<file path="config.mk">
export PLATFORM = sky130hd
export DESIGN_NAME = dual_port_ram_ctrl_flat
export DESIGN_NICKNAME = d
export VERILOG_FILES = /design/src/rtl/ram_pkg.sv /design/src/rtl/dual_port_ram_ctrl_if.sv /design/src/rtl/ram_array.sv /design/src/rtl/dual_port_ram_ctrl.sv /design/src/flat_wrapper.sv
export SDC_FILE = /design/constraint.sdc
export NUM_CORES = 2
export LEC_CHECK = 0
export BUFFER_PORTS_ARGS = -buffer_cell sky130_fd_sc_hd__buf_2
export CAP_MARGIN = 20
export CELL_PAD_IN_SITES_DETAIL_PLACEMENT = 1
export CELL_PAD_IN_SITES_GLOBAL_PLACEMENT = 1
export CORE_MARGIN = 4
export CORE_UTILIZATION = 40
export CTS_CLUSTER_SIZE = 28
export DETAILED_ROUTE_END_ITERATION = 8
export GPL_ROUTABILITY_DRIVEN = 1
export PLACE_DENSITY = 0.65
export SYNTH_ARGS = -nofsm -noshare
export SYNTH_HDL_FRONTEND = slang
export SYNTH_SLANG_ARGS = --single-unit
</file>
<file path="constraint.sdc">
create_clock -name clk -period 9.5 [get_ports clk]
set_clock_uncertainty 0.2 [all_clocks]
set_input_delay 0.475 -clock clk [delete_from_list [all_inputs] [get_ports clk]]
set_output_delay 0.475 -clock clk [all_outputs]
set_load 0.02 [all_outputs]
</file>
<file path="src/rtl/ram_pkg.sv">
// Shared types for the dual-port data RAM controller.
package ram_pkg;

  typedef enum logic {RAM_CLEAR, RAM_READY} ram_state_t;

endpackage

</file>
<file path="src/rtl/dual_port_ram_ctrl_if.sv">
// Bus bundle for the dual-port RAM: port A read/write, port B read-only, clear control.
interface dual_port_ram_ctrl_if #(
  parameter int DATA_W = 8,
  parameter int ADDR_W = 8
);
  logic              a_cs;
  logic              a_we;
  logic [ADDR_W-1:0] a_addr;
  logic [DATA_W-1:0] a_wdata;
  logic [DATA_W-1:0] a_rdata;
  logic              a_rvalid;
  logic              b_cs;
  logic [ADDR_W-1:0] b_addr;
  logic [DATA_W-1:0] b_rdata;
  logic              b_rvalid;
  logic              clr_req;
  logic              ready;

  modport master (
    output a_cs, a_we, a_addr, a_wdata, b_cs, b_addr, clr_req,
    input  a_rdata, a_rvalid, b_rdata, b_rvalid, ready
  );

  modport slave (
    input  a_cs, a_we, a_addr, a_wdata, b_cs, b_addr, clr_req,
    output a_rdata, a_rvalid, b_rdata, b_rvalid, ready
  );
endinterface

</file>
<file path="src/rtl/ram_array.sv">
// Storage array: one write port, two enabled registered read ports, no reset (block-RAM friendly).
module ram_array #(
  parameter int DATA_W = 8,
  parameter int ADDR_W = 8
) (
  input  logic              clk,
  input  logic              we_i,
  input  logic [ADDR_W-1:0] waddr_i,
  input  logic [DATA_W-1:0] wdata_i,
  input  logic              a_re_i,
  input  logic [ADDR_W-1:0] a_raddr_i,
  output logic [DATA_W-1:0] a_rdata_o,
  input  logic              b_re_i,
  input  logic [ADDR_W-1:0] b_raddr_i,
  output logic [DATA_W-1:0] b_rdata_o
);
  localparam int DEPTH = 2 ** ADDR_W;

  logic [DATA_W-1:0] mem [DEPTH];

  // Reads sample the pre-write word, giving read-before-write on collisions.
  always_ff @(posedge clk) begin
    if (we_i)   mem[waddr_i] <= wdata_i;
    if (a_re_i) a_rdata_o    <= mem[a_raddr_i];
    if (b_re_i) b_rdata_o    <= mem[b_raddr_i];
  end
endmodule

</file>
<file path="src/rtl/dual_port_ram_ctrl.sv">
// Dual-port data RAM controller: clear FSM, write-port mux (clear vs port A), read strobes.
module dual_port_ram_ctrl
  import ram_pkg::*;
#(
  parameter int DATA_W         = 8,
  parameter int ADDR_W         = 8,
  parameter int CLEAR_ON_RESET = 1
) (
  input  logic                 clk,
  input  logic                 rst_n,
  dual_port_ram_ctrl_if.slave  bus
);
  ram_state_t        state_q, state_d;
  logic [ADDR_W-1:0] cnt_q, cnt_d;
  logic              a_rvalid_q, b_rvalid_q;
  logic              a_seen_q, b_seen_q;

  logic              mem_we;
  logic [ADDR_W-1:0] mem_waddr;
  logic [DATA_W-1:0] mem_wdata;
  logic              a_re, b_re;
  logic [DATA_W-1:0] arr_a_rdata, arr_b_rdata;

  always_ff @(posedge clk or negedge rst_n) begin
    if (!rst_n) begin
      state_q    <= (CLEAR_ON_RESET != 0) ? RAM_CLEAR : RAM_READY;
      cnt_q      <= '0;
      a_rvalid_q <= 1'b0;
      b_rvalid_q <= 1'b0;
      a_seen_q   <= 1'b0;
      b_seen_q   <= 1'b0;
    end else begin
      state_q    <= state_d;
      cnt_q      <= cnt_d;
      a_rvalid_q <= a_re;
      b_rvalid_q <= b_re;
      if (a_re) a_seen_q <= 1'b1;
      if (b_re) b_seen_q <= 1'b1;
    end
  end

  always_comb begin
    state_d   = state_q;
    cnt_d     = cnt_q;
    mem_we    = 1'b0;
    mem_waddr = bus.a_addr;
    mem_wdata = bus.a_wdata;
    a_re      = 1'b0;
    b_re      = 1'b0;
    if (state_q == RAM_CLEAR) begin
      // One word zeroed per cycle; ports are ignored until the sweep completes.
      mem_we    = 1'b1;
      mem_waddr = cnt_q;
      mem_wdata = '0;
      cnt_d     = cnt_q + 1'b1;
      if (cnt_q == '1) state_d = RAM_READY;
    end else begin
      mem_we = bus.a_cs & bus.a_we;
      a_re   = bus.a_cs & ~bus.a_we;
      b_re   = bus.b_cs;
      if (bus.clr_req) begin
        state_d = RAM_CLEAR;
        cnt_d   = '0;
      end
    end
  end

  ram_array #(
    .DATA_W (DATA_W),
    .ADDR_W (ADDR_W)
  ) u_array (
    .clk       (clk),
    .we_i      (mem_we),
    .waddr_i   (mem_waddr),
    .wdata_i   (mem_wdata),
    .a_re_i    (a_re),
    .a_raddr_i (bus.a_addr),
    .a_rdata_o (arr_a_rdata),
    .b_re_i    (b_re),
    .b_raddr_i (bus.b_addr),
    .b_rdata_o (arr_b_rdata)
  );

  // The array has no reset, so read data is forced to zero until the first read after reset.
  assign bus.a_rdata  = a_seen_q ? arr_a_rdata : '0;
  assign bus.b_rdata  = b_seen_q ? arr_b_rdata : '0;
  assign bus.a_rvalid = a_rvalid_q;
  assign bus.b_rvalid = b_rvalid_q;
  assign bus.ready    = (state_q == RAM_READY);
endmodule

</file>
<file path="src/flat_wrapper.sv">
// flat-port wrapper written by rule: the top's interface ports become plain ports
module dual_port_ram_ctrl_flat import ram_pkg::*;
#(
  parameter int DATA_W         = 8,
  parameter int ADDR_W         = 8,
  parameter int CLEAR_ON_RESET = 1
)
  (clk, rst_n, bus_a_cs, bus_a_we, bus_a_addr, bus_a_wdata, bus_b_cs, bus_b_addr, bus_clr_req, bus_a_rdata, bus_a_rvalid, bus_b_rdata, bus_b_rvalid, bus_ready);
  dual_port_ram_ctrl_if #(.DATA_W(DATA_W), .ADDR_W(ADDR_W)) bus_i ();
  input  logic clk;
  input  logic rst_n;
  input wire logic [$bits(bus_i.a_cs)-1:0] bus_a_cs;
  input wire logic [$bits(bus_i.a_we)-1:0] bus_a_we;
  input wire logic [$bits(bus_i.a_addr)-1:0] bus_a_addr;
  input wire logic [$bits(bus_i.a_wdata)-1:0] bus_a_wdata;
  input wire logic [$bits(bus_i.b_cs)-1:0] bus_b_cs;
  input wire logic [$bits(bus_i.b_addr)-1:0] bus_b_addr;
  input wire logic [$bits(bus_i.clr_req)-1:0] bus_clr_req;
  output wire logic [$bits(bus_i.a_rdata)-1:0] bus_a_rdata;
  output wire logic [$bits(bus_i.a_rvalid)-1:0] bus_a_rvalid;
  output wire logic [$bits(bus_i.b_rdata)-1:0] bus_b_rdata;
  output wire logic [$bits(bus_i.b_rvalid)-1:0] bus_b_rvalid;
  output wire logic [$bits(bus_i.ready)-1:0] bus_ready;
  assign bus_i.a_cs = bus_a_cs;
  assign bus_i.a_we = bus_a_we;
  assign bus_i.a_addr = bus_a_addr;
  assign bus_i.a_wdata = bus_a_wdata;
  assign bus_i.b_cs = bus_b_cs;
  assign bus_i.b_addr = bus_b_addr;
  assign bus_i.clr_req = bus_clr_req;
  assign bus_a_rdata = bus_i.a_rdata;
  assign bus_a_rvalid = bus_i.a_rvalid;
  assign bus_b_rdata = bus_i.b_rdata;
  assign bus_b_rvalid = bus_i.b_rvalid;
  assign bus_ready = bus_i.ready;
  dual_port_ram_ctrl #(.DATA_W(DATA_W), .ADDR_W(ADDR_W), .CLEAR_ON_RESET(CLEAR_ON_RESET)) u_core (.clk(clk), .rst_n(rst_n), .bus(bus_i));
endmodule
</file>
**Word-level counts from Yosys, hierarchy flattened**

Memories as Yosys holds them, arrays and structs flattened. A register that Yosys moved wholly into a read port is not among the register bits.
Index checks and enable logic that the tools add are counted.

- Register bits: 13
- Bits in writable memories: 2048
- Bits of input ports: 30
- Output and inout port bits: 19
- Word-level logic and storage cells: 27
- Memories kept: 1

- Add/subtract/negate cells: 1
- Equality and inequality tests: 2
- Multiplexer cells: 14
- Bitwise gates (word level): 3

Memory list:

| name | words | width | rd ports | clocked after Yosys merged registers in | write ports | line | RTL |
|---|---|---|---|---|---|---|---|
| u_core.u_array.mem | 256 | 8 | 2 | 2 | 1 | ram_array.sv:19 | `logic [DATA_W-1:0] mem [DEPTH];` |

Operators with widths:

| operator | count |
|---|---|
| $mux 8 | 6 |
| $add 8x1->8 const B | 1 |
| $eq 8x8->1 const B | 1 |
| $mux 1 | 8 |
| $and 1x1->1 | 2 |
| $ne 2x2->1 const B | 1 |
| $not 1->1 | 1 |

**Logic depth before layout (Yosys ltp)**

- Depth in word-level cells: 4
- Depth in mapped cells: 13

**Cells and area by module**

A second synthesis with hierarchy kept.

- Cell total of the unflattened synthesis: 4934
- Area, all modules: 97936.4 µm²

By module, submodules not included:

| module | times used | cells an instance | area each (µm²) |
|---|---|---|---|
| ram_array | 1 | 4847 | 97133.2 |
| dual_port_ram_ctrl | 1 | 87 | 803.3 |

**Worst setup path after synthesis**

No wires, ideal clock.

- Kind: register to register
- Start point: register u_core.state_q (netlist: u_core.bus.ready)
- End point: memory u_core.u_array.mem[0][6], data pin
- Library setup time: 0.868 ns
- Arrival: 4.585 ns
- Slack: 3.847 ns
- Cell stages (with the launch flop): 5
- Path buffers: 3
- Path through: dfrtp_1 -> clkbuf_1 -> clkbuf_1 -> clkbuf_1 -> and2_1

- Longest elaborated chain between the ends: 1

RTL lines:

| element | line | RTL |
|---|---|---|
| start: declaration | dual_port_ram_ctrl.sv:13 | `ram_state_t state_q, state_d;` |
| start signal: assignment | dual_port_ram_ctrl.sv:26 | `state_q <= (CLEAR_ON_RESET != 0) ? RAM_CLEAR : RAM_READY;` |
| start signal: assignment | dual_port_ram_ctrl.sv:33 | `state_q <= state_d;` |
| $mux 8 | dual_port_ram_ctrl.sv:50 | `if (state_q == RAM_CLEAR) begin` |
| via u_core.mem_wdata[6] | dual_port_ram_ctrl.sv:20 | `logic [DATA_W-1:0] mem_wdata;` |
| end: declaration | ram_array.sv:19 |  |

The timed path passes the listed nets, and every way through them passes these cells.

**Final worst setup path**

- Start point: register u_core.state_q (netlist: u_core.bus.ready)
- End point: memory u_core.u_array.mem[128][7], enable pin

- Longest elaborated chain between the ends: 3

RTL lines:

| element | line | RTL |
|---|---|---|
| $mux 1 | dual_port_ram_ctrl.sv:50 |  |
| $mux 1 | ram_array.sv:23 | `if (we_i) mem[waddr_i] <= wdata_i;` |
| $mux 1 (not written as such) | ram_array.sv:23 |  |

Parallel ways exist; a longest one is shown, timed or not.

==> impl_metrics.toml <==
[drt]
first_iter_violations = 7814
num_vias = 57060
first_pass_iters = 6
post_drt_wl_per_cell_um = 38.55
routed_wl_mm = 329.6
avgViaCountPerCell = 6.675
remaining_drc_errors = 0
drt.antenna.violating_nets = 0

[timing]
rsz0062_at_grt = "false"
max_freq_mhz = 200.1
finalHoldViolations = 0
setup_viol = 0
tns_ps = 0
slew_viol_final = 33
tightest_slew_ps = 1527
layout_min_cycle_time_ps = 4998
period_share = 0.5261
hold_ws_ps = 67.81
max-slew-margin-rel = -0.01815

[die]
die_y_um = 501.4
start_util = 0.4033
boundaryPins = 49
rows = 180
fp.dieArea_mm2 = 0.2514
die_x_um = 501.4
core-area_mm2 = 0.2414

[synth]
yosysSeqAreaShare = 0.6399
yosys.cell_types.count = 64
async_flop_share = 0.006259
synth_area_mm2 = 0.09737
synth_fp_nets = 5208
synth_cells = 5177
yosysWarnings = 0
avgSynthCellArea_um2 = 18.81
synth-seq-cells = 2077
synth_ff_type = "edfxtp_1"
synth-edff-count = 2064

[cts]
cts_setup_buffers = 0
numCtsBuffers = 217
cts_tree = "yes"
cts.clk_slew.worst_paths_ps = 60
cts_root_buffer = "clkbuf_16"
cts_hold_buffers = 6
htree_levels = 4
clk_latency_ps = 900
cts.sinks = 2077
post_cts_resized = 0
clockBufferDepth = 3

[power]
power.leakage_nw = 34.21
p_per_area_mw_per_mm2 = 197.7
peakVddDrop_mv = 0.1698
power_mw = 21.35

[setup_path]
end_kind = "flip-flop"
worstSetupStartpointType = "flip-flop"
cp_slowest_stage_delay_ps = 1280
critPathArrivalTime_ps = 5270
crit_fanout = 36
slowest_stage = "nor2_1"
critPathTopFamily = "simple AND/OR/NAND/NOR gates"
required_ps = 9770
critPathBufInv = 1
path_cells = "buf_4, o31ai_1, nand3_2, nor2_1"
crit_type = "reg -> reg"

[final_layout]
final_common_cell = "edfxtp_1"
syn_to_final_growth_pct = 10.89
fin_cells = 8549
drive_gt1_frac = 0.2810
num-fill-cells = 22600
regArea_mm2 = 0.06231
layout_common_cells = "edfxtp_1, mux4_2, mux2i_1, nor2_1, clkbuf_16"
fin_nets = 5204
multiInputGateArea_mm2 = 0.03259

[global_routing]
grtUsageTotal = 0.2595
grt_max_degree = 212
overflow = 0
grt_pass1_wl_mm = 463.4
first_global_vias = 58590
antenna_found_initial = 20

[place]
numPortBuffers = 48
dp_cells = 8121
gp_congestion = 0.8935
dpl.hpwl_mm = 209.0

[worst_hold_path]
hp-class = "in -> reg"

[outcome]
violations = "max-slew violations"
status = "finished with violations"

[job]
maxCapViolations = 0
flip-flops by register name (all words and copies together), names as in the netlist:
| signal | cells |
|---|---|
| u_core.a_seen_q | 1 |
| u_core.b_seen_q | 1 |
| u_core.bus.a_rvalid | 1 |
| u_core.bus.b_rvalid | 1 |
| u_core.bus.ready | 1 |
| u_core.cnt_q | 8 |
| u_core.u_array.a_rdata_o | 8 |
| u_core.u_array.b_rdata_o | 8 |
| u_core.u_array.mem | 2048 |
stage by stage:
stage                 util  setup WS [ps]  area (µm²)
floorplan                -           3847       97370
global placement    0.4158           4007      100400
detailed placement  0.4160           4254      100400
CTS                 0.4465           4640      107800
global route        0.4472           4541      108000
finish              0.4472           4502      108000
kinds of logic after synthesis:
| kind of cell | Yosys count | synth area share |
|---|---|---|
| DFF | 2077 | 0.6399 |
| muxes | 1258 | 0.2477 |
| adders and majority gates | 1 | 0.0001285 |
| buffers and inverters | 432 | 0.02700 |
| and+or+nand+nor | 670 | 0.03047 |
| AOI/OAI and AO/OA | 735 | 0.05450 |
| xor gates and xnor gates | 4 | 0.0003599 |
worst paths after layout:
| check | from | endpoint | slack, ps | cells past startpoint |
|---|---|---|---|---|
| worst max-delay path | u_core.bus.ready | u_core.u_array.mem[128][7] | 4500 | 4 |
| worst min-delay path | bus_a_wdata[1] | u_core.u_array.mem[128][1] | 70 | 2 |
| worst max register to register | u_core.bus.ready | u_core.u_array.mem[128][7] | 4500 | 4 |
| worst min register to register | u_core.cnt_q[7] | u_core.cnt_q[7] | 390 | 1 |
| max in group asynchronous | rst_n | u_core.bus.ready | 7940 | 3 |
| min in group asynchronous | rst_n | u_core.a_seen_q | 590 | 3 |
cell type report:
class	instances	area share
clock buffer	266	0.05284
timing repair buffer	200	0.01608
clock inverter	136	0.01481
inverter	9	0.0003129
tap	3185	0.03691
sequential	2077	0.5771
antenna	8	0.0001854
multi-input combinational	2668	0.3018
report_power, final:
| part | switching [mW] | internal (mW) |
|---|---|---|
| Combinational | 1.56 | 0.723 |
| Sequential | 0.0987 | 10.1 |
| Clock | 3.76 | 5.07 |
cells in the mapped netlist (35+ instances only):
cell type  count  area share
a22o_1        42      0.0038
o22ai_1       82      0.0053
mux2i_1      329       0.034
mux4_2       920        0.21
and2_1        36      0.0023
a22oi_1      165       0.013
nor3_1        35      0.0018
buf_4         51      0.0039
buf_6         73      0.0084
nand2_1      150      0.0058
a21oi_1      124      0.0064
edfxtp_1    2064        0.64
a221oi_1      47      0.0042
buf_2        116      0.0060
nand3_1       39      0.0020
clkbuf_1     155      0.0060
nor2_1       315       0.012
o21ai_0       44      0.0023
a211oi_1      37      0.0029
o221ai_1     101      0.0091
layer usage:
layer,up-vias,share of wire,GRT usage
met5,-,0.00028,0
met4,14,0.049,0.1126
met3,669,0.089,0.05213
met2,3217,0.47,0.4122
met1,30940,0.39,0.3490
li1,22230,-,-
Note: power is estimated with default switching activity, not from simulation.
